===== config.mk =====
export PLATFORM = sky130hd
export DESIGN_NAME = pc_redirect_ctrl_flat
export DESIGN_NICKNAME = d
export VERILOG_FILES = /design/src/rtl/pc_redirect_if.sv /design/src/rtl/pc_redirect_ctrl.sv /design/src/flat_wrapper.sv
export SDC_FILE = /design/constraint.sdc
export NUM_CORES = 1
export LEC_CHECK = 0
export CORE_MARGIN = 2
export CORE_UTILIZATION = 44
export CTS_CLUSTER_DIAMETER = 30
export DETAILED_ROUTE_END_ITERATION = 12
export GPL_TIMING_DRIVEN = 0
export HOLD_SLACK_MARGIN = 0.12
export PLACE_DENSITY = 0.82
export SKIP_CTS_REPAIR_TIMING = 1
export SLEW_MARGIN = 20
export SYNTH_ARGS = -nofsm -noshare
export SYNTH_HDL_FRONTEND = slang
export SYNTH_SLANG_ARGS = --single-unit

===== constraint.sdc =====
create_clock -name clk -period 2.85 [get_ports clk]
set_clock_uncertainty 0.15 [all_clocks]
set_input_delay 0.57 -clock clk [delete_from_list [all_inputs] [get_ports clk]]
set_output_delay 0.57 -clock clk [all_outputs]
set_load 0.1 [all_outputs]

===== src/rtl/pc_redirect_if.sv =====
// Bundles the fetch-stage redirect request/response signals of pc_redirect_ctrl.
// The slave modport is the controller; the master modport is whoever drives the requests.
interface pc_redirect_if #(
    parameter int XLEN = 32
);
    logic            enable_design;
    logic [XLEN-1:0] initial_pc_i;
    logic            stage_IF_ready;

    logic            trap_req_i;
    logic [XLEN-1:0] trap_pc_i;
    logic            mispred_req_i;
    logic [XLEN-1:0] mispred_pc_i;
    logic            jump_req_i;
    logic [XLEN-1:0] jump_pc_i;
    logic            pred_req_i;
    logic [XLEN-1:0] pred_pc_i;

    logic            redirect_valid_o;
    logic [XLEN-1:0] redirect_pc_o;
    logic [3:0]      grant_o;
    logic            flush_o;
    logic            drop_o;
    logic            fetch_en_o;
    logic [1:0]      state_o;

    modport master (
        output enable_design, initial_pc_i, stage_IF_ready,
        output trap_req_i, trap_pc_i, mispred_req_i, mispred_pc_i,
        output jump_req_i, jump_pc_i, pred_req_i, pred_pc_i,
        input  redirect_valid_o, redirect_pc_o, grant_o, flush_o,
        input  drop_o, fetch_en_o, state_o
    );

    modport slave (
        input  enable_design, initial_pc_i, stage_IF_ready,
        input  trap_req_i, trap_pc_i, mispred_req_i, mispred_pc_i,
        input  jump_req_i, jump_pc_i, pred_req_i, pred_pc_i,
        output redirect_valid_o, redirect_pc_o, grant_o, flush_o,
        output drop_o, fetch_en_o, state_o
    );
endinterface


===== src/rtl/pc_redirect_ctrl.sv =====
// Fetch-stage PC sequencing: boot delay, initial-PC load, then four-way redirect
// arbitration with a single pending slot that holds a redirect while IF is stalled.
module pc_redirect_ctrl #(
    parameter int XLEN       = 32,
    parameter int BOOT_DELAY = 4
) (
    input  logic            clk,
    input  logic            reset,
    pc_redirect_if.slave    bus
);

    typedef enum logic [1:0] {
        IDLE = 2'd0,
        BOOT = 2'd1,
        LOAD = 2'd2,
        RUN  = 2'd3
    } state_t;

    state_t          state;
    logic [7:0]      boot_cnt;

    logic            pend_v;
    logic [1:0]      pend_src;
    logic [XLEN-1:0] pend_pc;

    logic            redirect_valid_q;
    logic [XLEN-1:0] redirect_pc_q;
    logic [3:0]      grant_q;
    logic            flush_q;
    logic            drop_q;
    logic            fetch_en_q;

    logic [3:0]      req_v;
    logic [XLEN-1:0] req_pc [4];

    logic            cand_v;
    logic [1:0]      cand_src;
    logic [XLEN-1:0] cand_pc;
    logic            cand_from_pend;
    logic [3:0]      win_mask;
    logic            drop_next;

    // Index 0 is the highest priority (trap), index 3 the lowest (predicted branch).
    assign req_v     = {bus.pred_req_i, bus.jump_req_i, bus.mispred_req_i, bus.trap_req_i};
    assign req_pc[0] = bus.trap_pc_i;
    assign req_pc[1] = bus.mispred_pc_i;
    assign req_pc[2] = bus.jump_pc_i;
    assign req_pc[3] = bus.pred_pc_i;

    // Walk from lowest to highest priority so later hits override; at equal
    // priority the incoming request is checked after the pending entry and wins.
    always_comb begin
        cand_v         = 1'b0;
        cand_src       = 2'd0;
        cand_pc        = '0;
        cand_from_pend = 1'b0;
        for (int i = 3; i >= 0; i--) begin
            if (pend_v && (pend_src == 2'(i))) begin
                cand_v         = 1'b1;
                cand_src       = 2'(i);
                cand_pc        = pend_pc;
                cand_from_pend = 1'b1;
            end
            if (req_v[i]) begin
                cand_v         = 1'b1;
                cand_src       = 2'(i);
                cand_pc        = req_pc[i];
                cand_from_pend = 1'b0;
            end
        end
    end

    // Everything that was valid but did not win is lost: losing requests and a displaced pending entry.
    always_comb begin
        win_mask  = cand_from_pend ? 4'b0000 : (4'b0001 << cand_src);
        drop_next = (|(req_v & ~win_mask)) | (pend_v & ~cand_from_pend);
    end

    always_ff @(posedge clk) begin
        if (!reset) begin
            state            <= IDLE;
            boot_cnt         <= 8'd0;
            pend_v           <= 1'b0;
            pend_src         <= 2'd0;
            pend_pc          <= '0;
            redirect_valid_q <= 1'b0;
            redirect_pc_q    <= '0;
            grant_q          <= 4'b0000;
            flush_q          <= 1'b0;
            drop_q           <= 1'b0;
            fetch_en_q       <= 1'b0;
        end else begin
            redirect_valid_q <= 1'b0;
            grant_q          <= 4'b0000;
            flush_q          <= 1'b0;
            drop_q           <= 1'b0;
            fetch_en_q       <= 1'b0;

            if (!bus.enable_design) begin
                state    <= IDLE;
                boot_cnt <= 8'd0;
                pend_v   <= 1'b0;
            end else begin
                case (state)
                    IDLE: begin
                        state    <= BOOT;
                        boot_cnt <= 8'(BOOT_DELAY - 1);
                    end
                    BOOT: begin
                        if (boot_cnt == 8'd0) begin
                            state <= LOAD;
                        end else begin
                            boot_cnt <= boot_cnt - 8'd1;
                        end
                    end
                    LOAD: begin
                        if (bus.stage_IF_ready) begin
                            redirect_valid_q <= 1'b1;
                            redirect_pc_q    <= bus.initial_pc_i;
                            flush_q          <= 1'b1;
                            state            <= RUN;
                        end
                    end
                    RUN: begin
                        drop_q     <= drop_next;
                        fetch_en_q <= ~cand_v;
                        if (cand_v) begin
                            if (bus.stage_IF_ready) begin
                                redirect_valid_q <= 1'b1;
                                redirect_pc_q    <= cand_pc;
                                grant_q          <= 4'b0001 << cand_src;
                                flush_q          <= (cand_src != 2'd3);
                                pend_v           <= 1'b0;
                            end else begin
                                pend_v   <= 1'b1;
                                pend_src <= cand_src;
                                pend_pc  <= cand_pc;
                            end
                        end
                    end
                    default: state <= IDLE;
                endcase
            end
        end
    end

    assign bus.redirect_valid_o = redirect_valid_q;
    assign bus.redirect_pc_o    = redirect_pc_q;
    assign bus.grant_o          = grant_q;
    assign bus.flush_o          = flush_q;
    assign bus.drop_o           = drop_q;
    assign bus.fetch_en_o       = fetch_en_q;
    assign bus.state_o          = state;

endmodule


===== src/flat_wrapper.sv =====
// flat-port wrapper written by rule: the top's interface ports become plain ports
module pc_redirect_ctrl_flat 
#(
    parameter int XLEN       = 32,
    parameter int BOOT_DELAY = 4
)
  (clk, reset, bus_enable_design, bus_initial_pc_i, bus_stage_IF_ready, bus_trap_req_i, bus_trap_pc_i, bus_mispred_req_i, bus_mispred_pc_i, bus_jump_req_i, bus_jump_pc_i, bus_pred_req_i, bus_pred_pc_i, bus_redirect_valid_o, bus_redirect_pc_o, bus_grant_o, bus_flush_o, bus_drop_o, bus_fetch_en_o, bus_state_o);
  pc_redirect_if #(.XLEN(XLEN)) bus_i ();
  input  logic clk;
  input  logic reset;
  input wire logic [$bits(bus_i.enable_design)-1:0] bus_enable_design;
  input wire logic [$bits(bus_i.initial_pc_i)-1:0] bus_initial_pc_i;
  input wire logic [$bits(bus_i.stage_IF_ready)-1:0] bus_stage_IF_ready;
  input wire logic [$bits(bus_i.trap_req_i)-1:0] bus_trap_req_i;
  input wire logic [$bits(bus_i.trap_pc_i)-1:0] bus_trap_pc_i;
  input wire logic [$bits(bus_i.mispred_req_i)-1:0] bus_mispred_req_i;
  input wire logic [$bits(bus_i.mispred_pc_i)-1:0] bus_mispred_pc_i;
  input wire logic [$bits(bus_i.jump_req_i)-1:0] bus_jump_req_i;
  input wire logic [$bits(bus_i.jump_pc_i)-1:0] bus_jump_pc_i;
  input wire logic [$bits(bus_i.pred_req_i)-1:0] bus_pred_req_i;
  input wire logic [$bits(bus_i.pred_pc_i)-1:0] bus_pred_pc_i;
  output wire logic [$bits(bus_i.redirect_valid_o)-1:0] bus_redirect_valid_o;
  output wire logic [$bits(bus_i.redirect_pc_o)-1:0] bus_redirect_pc_o;
  output wire logic [$bits(bus_i.grant_o)-1:0] bus_grant_o;
  output wire logic [$bits(bus_i.flush_o)-1:0] bus_flush_o;
  output wire logic [$bits(bus_i.drop_o)-1:0] bus_drop_o;
  output wire logic [$bits(bus_i.fetch_en_o)-1:0] bus_fetch_en_o;
  output wire logic [$bits(bus_i.state_o)-1:0] bus_state_o;
  assign bus_i.enable_design = bus_enable_design;
  assign bus_i.initial_pc_i = bus_initial_pc_i;
  assign bus_i.stage_IF_ready = bus_stage_IF_ready;
  assign bus_i.trap_req_i = bus_trap_req_i;
  assign bus_i.trap_pc_i = bus_trap_pc_i;
  assign bus_i.mispred_req_i = bus_mispred_req_i;
  assign bus_i.mispred_pc_i = bus_mispred_pc_i;
  assign bus_i.jump_req_i = bus_jump_req_i;
  assign bus_i.jump_pc_i = bus_jump_pc_i;
  assign bus_i.pred_req_i = bus_pred_req_i;
  assign bus_i.pred_pc_i = bus_pred_pc_i;
  assign bus_redirect_valid_o = bus_i.redirect_valid_o;
  assign bus_redirect_pc_o = bus_i.redirect_pc_o;
  assign bus_grant_o = bus_i.grant_o;
  assign bus_flush_o = bus_i.flush_o;
  assign bus_drop_o = bus_i.drop_o;
  assign bus_fetch_en_o = bus_i.fetch_en_o;
  assign bus_state_o = bus_i.state_o;
  pc_redirect_ctrl #(.XLEN(XLEN), .BOOT_DELAY(BOOT_DELAY)) u_core (.clk(clk), .reset(reset), .bus(bus_i));
endmodule

# After elaboration in Yosys (flattened, before gate mapping)

Cells that the tools add are included.

Input port bits: 168
Word-level logic and storage cells: 99
Output and inout port bits: 42
Bits in registers: 85

Equality and inequality tests: 12
Reduce and logical (&&, ||, !) cells: 19
Muxes and demuxes: 48
Add/sub/neg operators: 1
Shifts and indexed selects: 1
Bitwise logic cells: 7

Operators by type and width:

| operator              | count |
|---|---|
| $mux W32              | 11 |
| $pmux W32 S2          | 1 |
| $mux W1               | 20 |
| $mux W2               | 10 |
| $pmux W8 S2           | 1 |
| $reduce_and A5 Y1     | 2 |
| $eq A2 B2 Y1 const B  | 4 |
| $logic_not A8 Y1      | 1 |
| $mux W8               | 1 |
| $ne A2 B2 Y1 const B  | 4 |
| $sub A8 B1 Y8 const B | 1 |
| $pmux W2 S3           | 1 |
| $reduce_and A2 Y1     | 3 |
| $reduce_and A3 Y1     | 2 |
| $and A4 B4 Y4         | 1 |
| $eq A2 B1 Y1 const B  | 2 |
| $logic_and A1 B1 Y1   | 4 |
| $logic_not A2 Y1      | 2 |
| $mux W4               | 1 |
| $ne A2 B1 Y1 const B  | 2 |
| $not A4 Y4            | 1 |
| $pmux W1 S2           | 2 |
| $reduce_and A4 Y1     | 1 |
| $reduce_bool A2 Y1    | 2 |
| 6 further kinds       | 8 |

# Logic depth before layout (Yosys ltp)

Gate-level depths: netlist of run 1.

Depth after elaboration: 16
Depth in mapped cells: 8
Depth with buffers taken out: 6

# Least setup slack after synthesis of run 1

OpenSTA, ideal clock, no wires.

Path type: reg2reg
From: register u_core.state[1], in the netlist u_core.bus.state_o[1]
To: register u_core.redirect_pc_q[12], in the netlist u_core.bus.redirect_pc_o[12]
Path buffers: 1
Data required time: 2560 ps
Stages on the path, launching flop included: 7
Clock period less this slack: 2860 ps
Setup slack: -10 ps
Library setup time: 140 ps
Arrival time: 2570 ps
Path through: dfxtp_1 -> ha_1 -> nor2b_1 -> clkbuf_1 -> or2b_1 -> a221oi_1 -> a221oi_2

Word-level cells in the longest chain between the ends: 3
Elaborated cells on any way between the ends: 8
Classes of those cells: eq/ne: 5; mux: 1; reduce/logical: 2

RTL lines:

| item                                                        | RTL line                | text |
|---|---|---|
| start: declaration                                          | pc_redirect_ctrl.sv:19  | `state_t state;` |
| start signal: assignment                                    | pc_redirect_ctrl.sv:81  | `state <= IDLE;` |
| start signal: assignment                                    | pc_redirect_ctrl.sv:100 | `state <= IDLE;` |
| start signal: assignment                                    | pc_redirect_ctrl.sv:106 | `state <= BOOT;` |
| $eq A2 B2 Y1                                                | pc_redirect_ctrl.sv:104 | `case (state)` |
| $ne A2 B1 Y1 (no source line), or another cell as far along | --                      |  |
| $reduce_and A5 Y1 (no source line)                          | --                      |  |
| end signal: assignment                                      | pc_redirect_ctrl.sv:119 | `redirect_pc_q <= bus.initial_pc_i;` |
| end signal: assignment                                      | pc_redirect_ctrl.sv:130 | `redirect_pc_q <= cand_pc;` |
| end: declaration                                            | pc_redirect_ctrl.sv:27  | `logic [XLEN-1:0] redirect_pc_q;` |

Several ways; a longest one is shown, not always the timed one.
A chain may end at the register's enable or synchronous reset.

# Worst setup path in the final report of run 1

From: register u_core.state[0], in the netlist u_core.bus.state_o[0]
To: register u_core.redirect_pc_q[2], in the netlist u_core.bus.redirect_pc_o[2]

The elaborated chain is that of the path after synthesis.

==> results.rst, run 1 <==
.. list-table::
   :header-rows: 1

   * - Metric
     - Value
   * - Starting density of the core
     - 45.0%
   * - Worst max-slew margin expressed relative to the limit
     - 29.4%
   * - Antenna diode count
     - 0
   * - Arrival time of the worst setup path
     - 2.78 ns
   * - Reported net switching power
     - 892 uW
   * - Delay of the slowest cell on the worst path
     - 0.42 ns
   * - Number of register bits inferred by synthesis
     - 85
   * - Total Die Area
     - 12600 um2
   * - Maximum ir drop on the vdd rail
     - 0.354 mV
   * - Most frequent cells after synthesis
     - 85 x dfxtp_1, 72 x nand2_1, 67 x a221oi_1
   * - Chip Height
     - 112 um
   * - Area growth syn-to-layout
     - 50.6%
   * - Setup slack after layout
     - 0.115 ns
   * - Hold violation total from the final report
     - 0
   * - Leakage component of the power
     - 2.56 nW
   * - Part of the power in combinational logic
     - 23.2%
   * - Insertion delay of the later-clocked pin in the worst-skew pair
     - 0.33 ns
   * - Mean cell area of the mapped netlist
     - 8.83 um2
   * - Cell Count Post-Placement
     - 933
   * - Clock share of power
     - 37.9%
   * - Number of clock sinks
     - 85
   * - Multi-input gate area
     - 3000 um2
   * - Number of CTS-inserted buffers
     - 9
   * - FF-to-FF setup slack
     - 0.11 ns
   * - Internal power consumption
     - 2.24 mW
   * - Final std cells w/o fill
     - 949
   * - Maximum count of clock buffers along a single path
     - 2
   * - Standard-cell row count
     - 39
   * - Filler Cells Inserted
     - 938
   * - Crit path max fanout
     - 10
   * - Number of routed nets with antenna violations
     - 0
   * - Detailed-route wire length
     - 18.9 mm
   * - Worst-path clk slew
     - 0.07 ns
   * - Top area cells in the synthesized netlist
     - dfxtp_1 33%, a221oi_1 11%, a221oi_2 8.8%, o2bb2ai_1 5.5%, nand2_1 5.3%
   * - Total of buffers placed on input and output ports
     - 208
   * - Endpoint of the worst setup timing path
     - u_core.bus.redirect_pc_o[2]
   * - Primary flip-flop cell chosen by synthesis mapping
     - dfxtp_1
   * - Setup-violating endpoint count in the final report
     - 0
   * - Synth cell types
     - 54
   * - Via/cell ratio
     - 5.98
   * - Number of synthesized flops with an enable pin
     - 0
   * - Unrepaired setup endpoints after global routing
     - no
   * - Reg-to-Reg Start
     - u_core.bus.state_o[0]
   * - Placer congestion estimate
     - 0.902
   * - Number of global-route vias before repair
     - 5730
   * - Wire length of the first global-routing pass
     - 29.5 mm
   * - Max-cap viol count
     - 0
   * - Cell with the biggest individual delay on the critical path
     - clkbuf_1
   * - 1st-pass router iterations
     - 5
   * - Yosys warnings
     - 0
   * - Top cell type's share of synthesized area
     - 33.1%
   * - Via count
     - 5673
   * - Slew of the pin with the lowest slew margin
     - 1.06 ns
   * - Library cell used as clock root buffer
     - clkbuf_16
   * - Crit path launch type
     - flip-flop
   * - Share of flip-flops with an asynchronous set or reset
     - 0%
   * - Mux cell area share after synthesis
     - 0.390%
   * - Initial DRC Count
     - 388
   * - Post-synthesis instance area
     - 5140 um2
   * - End of the worst register-to-register path
     - u_core.bus.redirect_pc_o[2]
   * - TritonCTS clock tree
     - built
   * - Number of antenna violations at the first check in global routing
     - 0
   * - Timing-limited maximum frequency
     - 366 MHz
   * - GR Util All Layers
     - 29.1%
   * - Top Ports
     - 210
   * - Power per cell area
     - 405 nW/um2
   * - Worst setup path startpoint
     - u_core.bus.state_o[0]
   * - Sequential share of power
     - 39.0%
   * - Hpwl dp
     - 14.7 mm
   * - Fraction of the mapped netlist area in simple logic gates
     - 15.2%
   * - Final Power
     - 3.14 mW
   * - DRC viols
     - 0
   * - Nets
     - 976
   * - Post-detailed-route wirelength per cell
     - 20.0 um
   * - Count of final max-slew check failures
     - 0
   * - Proportion of layout cells with a drive suffix above 1
     - 10.8%
   * - Placement Setup Slack
     - -0.331 ns
   * - Maximum number of pins on one net before global-route repair
     - 16
   * - Count leader, synth
     - dfxtp_1
   * - Adder and majority gate portion of the synthesized area
     - 1.90%
   * - Result of the run
     - complete, no violations
   * - Net switching share of the total power
     - 28.4%
   * - Proportion of synthesized chip area in sequential cells
     - 33.1%
   * - Classification of the worst-slack hold path
     - flip-flop to flip-flop
   * - Synth Area in Compound Gates
     - 39.8%
   * - Crit end category
     - flip-flop
   * - Yosys top cell by area
     - dfxtp_1
   * - Final Cycle Share
     - 96.0%
   * - Top cell by count, worst path
     - clkbuf_1
   * - Synthesized-area fraction occupied by xor and xnor cells
     - 0.341%
   * - Endpoint required time on the critical path
     - 2.89 ns
   * - Overflow left after global routing
     - 0
   * - H-tree levels
     - 3
   * - Sequential cell area
     - 1700 um2
   * - Syn Nets
     - 757
   * - Crit Path Class
     - flip-flop to flip-flop
   * - Largest family of logic cells by synthesized area
     - compound AO/OA/AOI/OAI gates
   * - Number of cells produced by synthesis
     - 582
   * - Total core area
     - 11400 um2
   * - Critical path, cell by cell
     - ha_1 > buf_2 > nor2b_4 > clkbuf_1 > nand2_1 > clkbuf_1 > o21ai_0 > a221oi_2
   * - Floorplan die width
     - 112 um
   * - Period minus WS final
     - 2.74 ns
   * - Worst-case reg-to-reg path depth
     - 8
==> layout by cell type (no fill, tap or decap), types with 17 or more instances in the layout <==
master,count
or2b_1,19
a221oi_1,63
a221oi_2,34
o31ai_1,34
o2bb2ai_1,32
clkbuf_1,29
nor2_1,17
clkdlybuf4s50_1,208
dfxtp_1,84
o21ai_0,32
nand2_1,72
inv_1,44
==> per-stage QoR <==
step           hold WS, ns  TNS [ns]  util, %  cell area (um2)
2_1_floorplan        0.282         0        -             5140
3_3_place_gp         0.295     -9.69     64.8             7400
3_5_place_dp         0.298    -12.25     64.8             7400
4_1_cts              0.310     -2.08     67.4             7700
5_1_grt              0.324         0     67.8             7740
6_report             0.310         0     67.8             7740
==> layer usage <==
metal  up-vias  part of all wire [%]  global-route usage, %  wire length, um
met4         0                   2.7                   11.7              511
li1       2654                     -                      -                -
met1      2672                    41                   35.9             7770
met5         -                     0                      0                0
met3        46                   7.9                   5.35             1490
met2       301                    48                   50.4             9170
==> logic make-up (layout without fill, tap and decap cells) <==
family          Yosys count  in the layout
compound gates          233            233
xor+xnor                  2              2
fa+ha+maj                 8              8
buf+inv                  99            323
flops                    85             85
mux                       2              2
simple gates            153            153
==> power groups by stage <==
| stage | Clock (mW) | Combinational [mW] | Sequential (mW) |
|---|---|---|---|
| detailed placement | 0 | 0.709 | 1.25 |
| global route | 1.24 | 0.774 | 1.22 |
| CTS | 1.19 | 0.713 | 1.22 |
| floorplan | 0 | 0.277 | 1.32 |
| global placement | 0 | 0.693 | 1.25 |
| finish | 1.19 | 0.726 | 1.22 |
==> critical path: cells and delay by family, from the launching register on <==
family	cells	cell delay, ns
buffers and inverters	3	0.91
AND/OR/NAND/NOR	2	0.59
AO/OA/AOI/OAI	2	0.38
flip-flops	1	0.37
adder cells (fa/ha/maj)	1	0.21
==> sequential cells by signal, summed over array words and instances, names as in the netlist, 2 cells and up <==
signal	count
u_core.bus.redirect_pc_o	32
u_core.pend_pc	32
u_core.boot_cnt	8
u_core.bus.grant_o	4
u_core.bus.state_o	2
u_core.pend_src	2
==> layout make-up <==
class,count,area share [%]
Clock inverter,6,0.889
Sequential cell,85,22.0
Tap cell,143,2.31
Buffer,55,4.07
Inverter,44,2.13
Clock buffer,10,2.96
Multi-Input combinational cell,398,38.7
Timing Repair Buffer,208,26.9
==> how the worst min path moves through the flow <==
stage	from	endpoint	slack, ns	depth (start not counted)
3_3_place_gp	u_core.pend_pc[21]	u_core.pend_pc[21]	0.29	1
6_report	u_core.bus.redirect_pc_o[12]	u_core.bus.redirect_pc_o[12]	0.31	2
3_5_place_dp	u_core.pend_pc[31]	u_core.pend_pc[31]	0.30	1
5_1_grt	u_core.bus.redirect_pc_o[12]	u_core.bus.redirect_pc_o[12]	0.32	2
2_1_floorplan	u_core.pend_pc[0]	u_core.pend_pc[0]	0.28	1
4_1_cts	u_core.bus.redirect_pc_o[12]	u_core.bus.redirect_pc_o[12]	0.31	2
No activity file was read; power rests on OpenSTA's default activity.
==> run 2: changes to the inputs <==
--- a/config.mk
+++ b/config.mk
@@ -8,12 +8,12 @@
 export CORE_MARGIN = 2
 export CORE_UTILIZATION = 44
 export CTS_CLUSTER_DIAMETER = 30
+export CTS_CLUSTER_SIZE = 16
 export DETAILED_ROUTE_END_ITERATION = 12
 export GPL_TIMING_DRIVEN = 0
 export HOLD_SLACK_MARGIN = 0.12
 export PLACE_DENSITY = 0.82
 export SKIP_CTS_REPAIR_TIMING = 1
-export SLEW_MARGIN = 20
 export SYNTH_ARGS = -nofsm -noshare
 export SYNTH_HDL_FRONTEND = slang
 export SYNTH_SLANG_ARGS = --single-unit
==> results of run 2 <==
Same layout as run 1: the final DEF is identical, and so are final timing and power.
